File: src/rtl/seq_timing_ctrl.sv
// Sequence counter and timing controller: owns SC, the run flag S, the
// interrupt-cycle flip-flop R and IEN, and drives the one-hot timing bus T.
module seq_timing_ctrl #(
  parameter int unsigned SC_W = 3,
  parameter int unsigned T_W  = 8
) (
  input  logic            clk,
  input  logic            rst_n,
  input  logic            start,
  input  logic [7:0]      D,
  input  logic            I,
  input  logic [11:0]     ir_b,
  input  logic            fgi,
  input  logic            fgo,
  output logic [T_W-1:0]  T,
  output logic [SC_W-1:0] sc,
  output logic            R,
  output logic            ien,
  output logic            S,
  output logic            sc_clr,
  output logic            sc_ovf
);

  localparam logic [SC_W-1:0] SC_MAX = SC_W'(T_W - 1);

  logic [SC_W-1:0] sc_nxt;
  logic            s_nxt;
  logic            r_nxt;
  logic            ien_nxt;
  logic            ovf_nxt;
  logic            hlt;
  logic            ion;
  logic            iof;
  logic            int_end;
  logic            int_req;

  // T is already gated by S, so every term built from it is S-qualified.
  assign T = S ? (T_W'(1) << sc) : '0;

  assign sc_clr  = (R & T[2]) | ((D[0] | D[1] | D[2] | D[5]) & T[5]) |
                   ((D[3] | D[4]) & T[4]) | (D[6] & T[6]) | (D[7] & T[3]);
  assign hlt     = D[7] & ~I & T[3] & ir_b[0];
  assign ion     = D[7] &  I & T[3] & ir_b[7];
  assign iof     = D[7] &  I & T[3] & ir_b[6];
  assign int_end = R & T[2];
  assign int_req = S & ~T[0] & ~T[1] & ~T[2] & ien & (fgi | fgo);

  // Next-state for counter and control flags
  always_comb begin
    sc_nxt  = sc;
    s_nxt   = S;
    r_nxt   = R;
    ien_nxt = ien;
    ovf_nxt = sc_ovf;

    if (S) begin
      if (sc_clr) begin
        sc_nxt = '0;
      end else begin
        sc_nxt = sc + SC_W'(1);
        if (sc == SC_MAX) ovf_nxt = 1'b1;
      end
    end

    // HLT beats a simultaneous start; start is ignored while running
    if (hlt) begin
      s_nxt = 1'b0;
    end else if (!S && start) begin
      s_nxt = 1'b1;
    end

    if (int_end || iof) begin
      ien_nxt = 1'b0;
    end else if (ion) begin
      ien_nxt = 1'b1;
    end

    if (int_end) begin
      r_nxt = 1'b0;
    end else if (int_req) begin
      r_nxt = 1'b1;
    end
  end

  always_ff @(posedge clk or negedge rst_n) begin
    if (!rst_n) begin
      sc     <= '0;
      S      <= 1'b0;
      R      <= 1'b0;
      ien    <= 1'b0;
      sc_ovf <= 1'b0;
    end else begin
      sc     <= sc_nxt;
      S      <= s_nxt;
      R      <= r_nxt;
      ien    <= ien_nxt;
      sc_ovf <= ovf_nxt;
    end
  end

endmodule
File: config.mk
export PLATFORM = sky130hd
export DESIGN_NAME = seq_timing_ctrl
export DESIGN_NICKNAME = d
export VERILOG_FILES = /design/src/rtl/seq_timing_ctrl.sv
export SDC_FILE = /design/constraint.sdc
export NUM_CORES = 1
export LEC_CHECK = 0
export BUFFER_PORTS_ARGS = -buffer_cell sky130_fd_sc_hd__clkbuf_2
export CELL_PAD_IN_SITES_DETAIL_PLACEMENT = 1
export CELL_PAD_IN_SITES_GLOBAL_PLACEMENT = 1
export CORE_AREA = 2 2 52 54
export DETAILED_ROUTE_END_ITERATION = 16
export DIE_AREA = 0 0 54 56
export PLACE_DENSITY = 0.67
export RECOVER_POWER = 25
export SLEW_MARGIN = 10
export SYNTH_ARGS = -nofsm -noshare
export SYNTH_HDL_FRONTEND = slang
export SYNTH_SLANG_ARGS = --single-unit
File: constraint.sdc
create_clock -name clk -period 1.6 [get_ports clk]
set_input_delay 0.24 -clock clk [delete_from_list [all_inputs] [get_ports clk]]
set_output_delay 0.24 -clock clk [all_outputs]
set_load 0.005 [all_outputs]
# --- After elaboration in Yosys (flattened, before gate mapping) ---
# Cells that the tools add are included.
op_classes:
  add_sub_neg: 1
  n_eq_ne: 1
  shifts: 1
  mux: 8
  n_bitwise: 31
  n_reduce_logical: 7
ops:
  columns: ["operator", "n"]
  rows:
  - ["$and A1 B1 Y1", 17]
  - ["$or A1 B1 Y1", 9]
  - ["$mux W8", 1]
  - ["$shl A1 B3 Y8 const A", 1]
  - ["$mux W1", 6]
  - ["$reduce_bool A2 Y1", 3]
  - ["$not A1 Y1", 5]
  - ["$add A3 B1 Y3 const B", 1]
  - ["$eq A3 B3 Y1 const B", 1]
  - ["$mux W3", 1]
  - ["$reduce_and A3 Y1", 1]
  - ["$logic_and A1 B1 Y1", 1]
  - ["$logic_not A1 Y1", 1]
  - ["$logic_or A1 B1 Y1", 1]
totals:
  regBits: 7
  in_bits: 26
  output_inout_bits: 16
  elab_cells: 54

# --- Logic depth before layout (Yosys ltp) ---
# Gate-level depths: netlist (run 1).
logic_depth:
  depth_word: 10
  mapped_depth: 5
  mapped_depth_nobuf: 5

# --- Worst setup path before layout (run 1) ---
# No wires, ideal clock.
synth_path:
  path_kind: "reg-to-output"
  start: "register sc[0]"
  end: "output port sc_clr"
  t_arrival_ns: 1.353
  t_required_ns: 1.360
  slack_ns: 0.007
  stages_incl_launch_ff: 6
  n_path_buf: 0
  path_cell_list: "dfrtp_1 > ha_1 > ha_1 > a32oi_1 > nand2b_1 > nand3b_4"
synth_via:
  elab_chain_len: 7
  word_cells_on_any_way: 11
  cone_classes: "shift: 1; mux: 1; bitwise: 9"
synth_lines:
  columns: ["element", "line_no", "rtl"]
  rows:
  - ["start: declaration", "16", "output logic [SC_W-1:0] sc,"]
  - ["start signal: assignment", "93", "sc <= sc_nxt;"]
  - ["$shl A1 B3 Y8 (*)", "38", "assign T = S ? (T_W'(1) << sc) : '0;"]
  - ["$mux W8 (*)", "38", null]
  - ["$and A1 B1 Y1", "40", "assign sc_clr = (R & T[2]) | ((D[0] | D[1] | D[2] | D[5]) & T[5]) |"]
  - ["$or A1 B1 Y1 (2 in series)", "40", null]
  - ["$or A1 B1 Y1", "41", "((D[3] | D[4]) & T[4]) | (D[6] & T[6]) | (D[7] & T[3]);"]
  - ["$or A1 B1 Y1 (*)", "41", null]
  - ["end: declaration", "20", "output logic sc_clr,"]
# Every way passes the cells marked *; elsewhere a longest branch is shown, timed or not.

# --- Worst setup path after layout (run 1) ---
# Ends and elaborated chain as after synthesis.

==> results of run 1 <==
[worst register-to-register path: stages, from the launching register on]
cell and delay [ps]:
dfrtp_2 450, inv_2 90, ha_2 200, buf_4 130, a2111oi_1 480, a2bb2oi_1 230
[routing by layer]
layer	up-vias	GRT usage
met5	-	0
met1	323	0.176
met3	5	0.0161
met4	0	0.0750
li1	304	-
met2	32	0.228
[power by group through the flow]
stage | Sequential [W] | Clock (W) | Combinational (W)
finish | 0.000360 | 0.000177 | 0.00120
global route | 0.000370 | 0.000198 | 0.00130
CTS | 0.000342 | 0.000181 | 0.00101
detailed placement | 0.000316 | 0 | 0.000860
global placement | 0.000314 | 0 | 0.000838
floorplan | 0.000315 | 0 | 0.000410
[synth_stat cells (all sizes together)]
cell	n
nor2b	1
nand2	1
and4	1
ha	6
a2111oi	1
and3b	1
nand2b	1
nand3	1
and3	4
nand4b	2
nand4	2
a2bb2oi	1
and2	3
inv	3
clkbuf	2
a21oi	2
o22ai	3
a32oi	1
nor2	2
and4b	1
nand3b	1
a221oi	1
dfrtp	7
a22o	1
or2	1
or4	1
o21bai	1
[flip-flops by register name, summed over array words and instances (netlist names)]
signal / cells
sc_ovf: 1
S: 1
ien: 1
R: 1
sc: 3
[per-stage QoR]
step                hold WS [ps]  cell area, um^2  setup TNS (ps)
finish                       148             1050            -926
detailed placement           102              823           -70.0
global placement            97.8              823           -33.1
CTS                          154              956            -682
global route                 153             1050           -1340
floorplan                  -55.6              536               0
[what timing repair did]
item / in CTS / in global routing
hold buffers: 1 / 0
resized for setup: 17 / 22
endpoints found under the setup margin: 7 / 12
hold endpoints to repair: 7 / 0
buffers inserted: 4 / 5
pin swaps: 2 / 7
[cells by family after synthesis]
family	Yosys count	synth area share
adders and majority gates	6	0.140
and+or+nand+nor	23	0.313
AOI/OAI and AO/OA	11	0.185
DFF	7	0.327
buffers and inverters	5	0.0351
[area by class of cell]
| cell class | count | area share |
|---|---|---|
| clock buffers | 4 | 0.0250 |
| inverters | 3 | 0.0131 |
| multi-input cells | 40 | 0.436 |
| flip-flops and latches | 7 | 0.170 |
| well taps | 30 | 0.0357 |
| repair buffers | 51 | 0.320 |
[worst max-delay path by stage]
stage / from / to / slack [ps] / cells past startpoint
finish: sc[0] / sc_clr / -270 / 6
floorplan: sc[0] / sc_clr / 7 / 5
detailed placement: sc[1] / R / -40 / 5
global placement: sc[0] / sc_clr / -30 / 6
global route: sc[0] / sc_clr / -320 / 6
CTS: sc[1] / sc_clr / -240 / 6
==> results by group, run 1 <==
Critical path
  – Startpoint Class: flip-flop
  – Stage delay of the slowest cell on the critical path: 450 ps
  – Crit path required time: 1360 ps
  – Buffers and inverters on the worst path: 2
  – Chain of cells forming the critical path: inv_2, ha_2, and3_4, a22o_4, nand3b_4, clkbuf_2
  – Worst reg2reg startpoint: sc[0]
  – Critical path fanouts, max: 4
  – CP top delay family: flip-flops
  – Cells on worst reg2reg path: 5
  – Reg-to-reg setup timing slack: -70 ps
  – Endpoint kind of the worst setup timing path: primary output
  – Worst Setup Path Type: reg2out
  – Reg2Reg Capture Point: R
  – CP max-delay cell: dfrtp_2
  – Data arrival time of the critical path: 1630 ps

Yosys
  – Library cell with the largest summed area after synthesis: dfrtp_1
  – Synthesized area per cell: 10.3 um^2
  – Dominant cells by area after synthesis: dfrtp_1 33%, ha_1 14%, and3_1 4.7%, nand3b_4 3.7%, and2_1 3.5%
  – Warnings, synthesis: 0
  – Portion of synthesized cell area occupied by the leading cell type: 0.327
  – Synth cell types: 28
  – Total standard cell area after synthesis: 536 um^2
  – Syn nets: 84
  – Cell count after synthesis: 52
  – Synthesized flop and latch total: 7
  – Share of the yosys chip area belonging to registers: 0.327

STA
  – Final worst-path setup slack: -275 ps
  – Final worst path period need: 1870 ps
  – Count of endpoints failing hold in the final timing report: 0
  – RSZ-0062 raised after global routing: yes
  – Number of failing setup endpoints in the final timing report: 7
  – Post-route clock period utilization: 1.17
  – Normalized max-slew margin: 0.662
  – Least-Margin Pin Slew: 505 ps
  – Maximum clock rate: 533 MHz
  – Final setup skew: 1.47 ps
  – Number of max-slew violations in the final report: 0

Placed design
  – Final Wtd Congestion: 0.713
  – Quantity of I/O buffers inserted on ports: 32
  – Worst slack at placement: -42.2 ps
  – HPWL reported at the end of detailed placement: 1.36 mm
  – Instance count after placement with tap cells included: 125

Clock network
  – Clk_lat worst skew: 260 ps
  – Clock H-tree levels: 1
  – CTS tree: built
  – Clock slew seen by the registers of the worst setup and hold paths: 60 ps
  – Root buf cell: clkbuf_4
  – Number of buffers created by CTS: 3
  – Clk buf depth: 2
  – Total number of clock tree sinks: 7

Min path
  – Class of the most critical hold timing path: in2reg
  – Worst hold path stage count: 2
  – Endpoint, Worst Hold: ien
  – Hold Crit Start: ir_b[6]

Power and ir drop
  – Cell leakage power: 0.513 nW
  – P per Cell Area: 1650 nW/um^2
  – Flop pwr share: 0.208
  – Proportion of power drawn by the clock network: 0.102
  – Cell internal pwr: 0.00105 W
  – Combinational fraction of design power: 0.690
  – Worst vdd rail ir drop: 0.561 mV
  – Total chip power: 0.00174 W
  – Switching Share: 0.395
  – Switching power total: 0.000685 W

Die
  – Horizontal die dimension: 54 um
  – Die span in y: 56 um
  – Core Footprint: 2430 um^2
  – Area of the die: 3020 um^2
  – Initial Utilization: 0.220
  – Top-level I/O count: 42
  – Std-Cell Rows: 18

Finish
  – Fraction of final layout cells sized beyond drive strength 1: 0.762
  – Final Non-Filler Cells: 135
  – Final core utilization: 0.432
  – Filler Cell Count: 284
  – Net count of the finished layout: 138
  – Layout overhead on the synthesized area: 96.3%
  – Register Area: 179 um^2
  – Commonest non-fill, non-tap cells in the layout: 30 x clkbuf_2, 12 x buf_4, 6 x buf_6, 5 x ha_4, 4 x dfrtp_1
  – # diodes: 0
  – Area used by multi-input combinational logic: 458 um^2
  – Commonest non-fill, non-tap cell in the layout: clkbuf_2

Detailed routing
  – Average wire per cell in the routed design: 16.1 um
  – Met3 wire length: 125 um
  – DRC violation count after routing: 0
  – Remaining antenna violation count: 0
  – Total length of routed wires: 2.17 mm
  – Routed length on met2: 1.13 mm
  – Wire length the detailed router placed on met1: 859 um
  – Detailed-route vias per instance: 4.92
  – Detailed Route Iter0 Violations: 14
  – Highest metal layer with signal wires: met4
  – DRT Pass-1 Iters: 4
  – Total vias in the final route: 664

Outcome
  – Result of the run: complete, but fails checks
  – Failing checks: setup timing

Global routing
  – Pin count of the biggest net entering global routing: 19
  – All-layer global routing usage: 0.141
  – Global route total overflow: 0
  – Initial antenna violation count: 0
  – Global-route wire length before repair: 3.09 mm
  – Via count of the first global-routing pass: 668

Run
  – Number of maximum-capacitance violations: 0
(Power assumes the default switching activity.)
==> inputs of run 2 (changes only) <==
--- a/config.mk
+++ b/config.mk
@@ -11,6 +11,7 @@
 export CORE_AREA = 2 2 52 54
 export DETAILED_ROUTE_END_ITERATION = 16
 export DIE_AREA = 0 0 54 56
+export GPL_TIMING_DRIVEN = 0
 export PLACE_DENSITY = 0.67
 export RECOVER_POWER = 25
 export SLEW_MARGIN = 10
==> results by group, run 2 (same netlist as run 1, synthesis figures left out) <==
Outcome
  – Result of the run: complete, but fails checks
  – Failing checks: setup timing

Finish
  – Max reg flops: 3
  – Net count of the finished layout: 132
  – Commonest non-fill, non-tap cells in the layout: 29 x clkbuf_2, 11 x buf_4, 4 x dfrtp_1, 4 x ha_4
  – Layout Cell Area excl Fill: 961 um^2
  – Commonest non-fill, non-tap cell in the layout: clkbuf_2
  – Top register by number of flip-flops: sc
  – Fraction of final layout cells sized beyond drive strength 1: 0.707
  – Layout overhead on the synthesized area: 79.4%
  – Final Non-Filler Cells: 129
  – # diodes: 0

Global routing
  – Busiest layer in global routing: met2
  – Global-route wire length before repair: 2.79 mm
  – Global routing usage on met2: 0.209
  – Met1 Use GR: 0.152
  – Pin count of the biggest net entering global routing: 11
  – Initial antenna violation count: 0
  – Via count of the first global-routing pass: 621
  – Met3 usage: 0.0161
  – All-layer global routing usage: 0.127
  – Global route total overflow: 0

Critical path
  – CP max-delay cell: dfrtp_2
  – Crit path required time: 1360 ps
  – Cells on worst reg2reg path: 6
  – Critical path fanouts, max: 4
  – Worst Setup Path Type: reg2out
  – Critical Path Stages: 6
  – CP top delay family: flip-flops
  – Buffers and inverters on the worst path: 1
  – Data arrival time of the critical path: 1610 ps
  – Stage delay of the slowest cell on the critical path: 440 ps
  – Startpoint Class: flip-flop
  – Chain of cells forming the critical path: ha_4, ha_4, a32oi_2, nand2b_4, nand3b_4, buf_6
  – Most Frequent Cell on Critical Path: ha_4
  – Endpoint kind of the worst setup timing path: primary output

Clock network
  – Clock H-tree levels: 1
  – Total number of clock tree sinks: 7
  – Clk buf depth: 2
  – Number of buffers created by CTS: 3
  – CTS tree: built
  – Clock slew seen by the registers of the worst setup and hold paths: 60 ps
  – Clk_lat worst skew: 260 ps
  – Root buf cell: clkbuf_4

STA
  – Normalized max-slew margin: 0.711
  – Count of endpoints failing hold in the final timing report: 0
  – Maximum clock rate: 539 MHz
  – Number of max-slew violations in the final report: 0
  – Post-route clock period utilization: 1.16
  – Fin Setup TNS: -348 ps
  – Final setup skew: 13.4 ps
  – Final worst path period need: 1850 ps
  – Least-Margin Pin Slew: 433 ps
  – Final worst-path setup slack: -254 ps
  – RSZ-0062 raised after global routing: yes
  – Number of failing setup endpoints in the final timing report: 3

Die
  – Initial Utilization: 0.220
  – Core Footprint: 2430 um^2
  – Horizontal die dimension: 54 um
  – Die span in y: 56 um
  – Top-level I/O count: 42
  – Area of the die: 3020 um^2
  – Std-Cell Rows: 18

Placed design
  – Quantity of I/O buffers inserted on ports: 32
  – Placed cell areas: 733 um^2
  – Final Wtd Congestion: 0.713
  – Instance count after placement with tap cells included: 114
  – HPWL reported at the end of detailed placement: 1.29 mm

Detailed routing
  – Detailed-route vias per instance: 4.71
  – Total length of routed wires: 1.94 mm
  – DRT Pass-1 Iters: 3
  – DRC violation count after routing: 0
  – Detailed Route Iter0 Violations: 6
  – Remaining antenna violation count: 0
  – Total vias in the final route: 608
  – Average wire per cell in the routed design: 15.1 um

Power and ir drop
  – Cell leakage power: 0.473 nW
  – Worst vdd rail ir drop: 0.542 mV
  – P per Cell Area: 1590 nW/um^2

Min path
  – Class of the most critical hold timing path: in2reg
  – Worst hold path stage count: 2

Run
  – Number of maximum-capacitance violations: 0
-- run 2: cell count changes in the layout (fill, tap and decap cells not counted), sizes merged --
cell	previous run	this run
buf	19	13
-- run 2: what timing repair did --
item                                   CTS  global route
buffers inserted                         5             5
gates resized for setup                 22             8
setup endpoints to repair               11             7
hold buffers                             1             0
endpoints found under the hold margin    7             0
pin swaps                                3             2
-- run 2: final timing paths --
| kind | startpoint | to | slack [ps] |
|---|---|---|---|
| min | ir_b[6] | ien | 160 |
| max | sc[0] | sc_clr | -250 |
| min reg2reg | sc_ovf | sc_ovf | 480 |
| max in group asynchronous | rst_n | sc[0] | 800 |
| min in group asynchronous | rst_n | S | 450 |
| max reg2reg | sc[0] | sc[2] | 60 |
-- run 2: routing by layer --
metal  vias up  wire length [um]
met2        19              1090
met4         0                40
met3         2                85
met1       292               727
li1        295                 -
met5         -                 0
-- run 2: through the flow --
stage	worst slack, ps	hold WS, ps	total power, W	utilization
CTS	-240	172	0.00138	0.367
detailed placement	-279	96.9	0.00100	0.301
finish	-254	164	0.00152	0.395
floorplan	7.02	-55.6	0.000725	-
global route	-298	177	0.00165	0.395
global placement	-276	93.9	0.000982	0.301
-- run 2: layout make-up --
type,count,area (um^2)
repair buffers,43,256
plain buffers,2,21.3
flip-flops and latches,7,179
multi-input cells,40,429
inverters,3,11.3
clock buffers,4,26.3
fillers,294,1470
well taps,30,37.5
-- run 2: where the power goes --
part | internal, W | switching [W] | leakage (nW)
clock | 0.0000957 | 0.0000744 | 0.0150
combinational | 0.000572 | 0.000436 | 0.380
sequential | 0.000253 | 0.0000935 | 0.0780
-- run 2: worst reg2reg max path, delay by kind of cell, from the launching register on --
kind                       cells  cell delay (ps)
adders and majority gates      2              350
buffers and inverters          1              170
and+or+nand+nor                1              100
AOI/OAI and AO/OA              2              400
DFF                            1              440
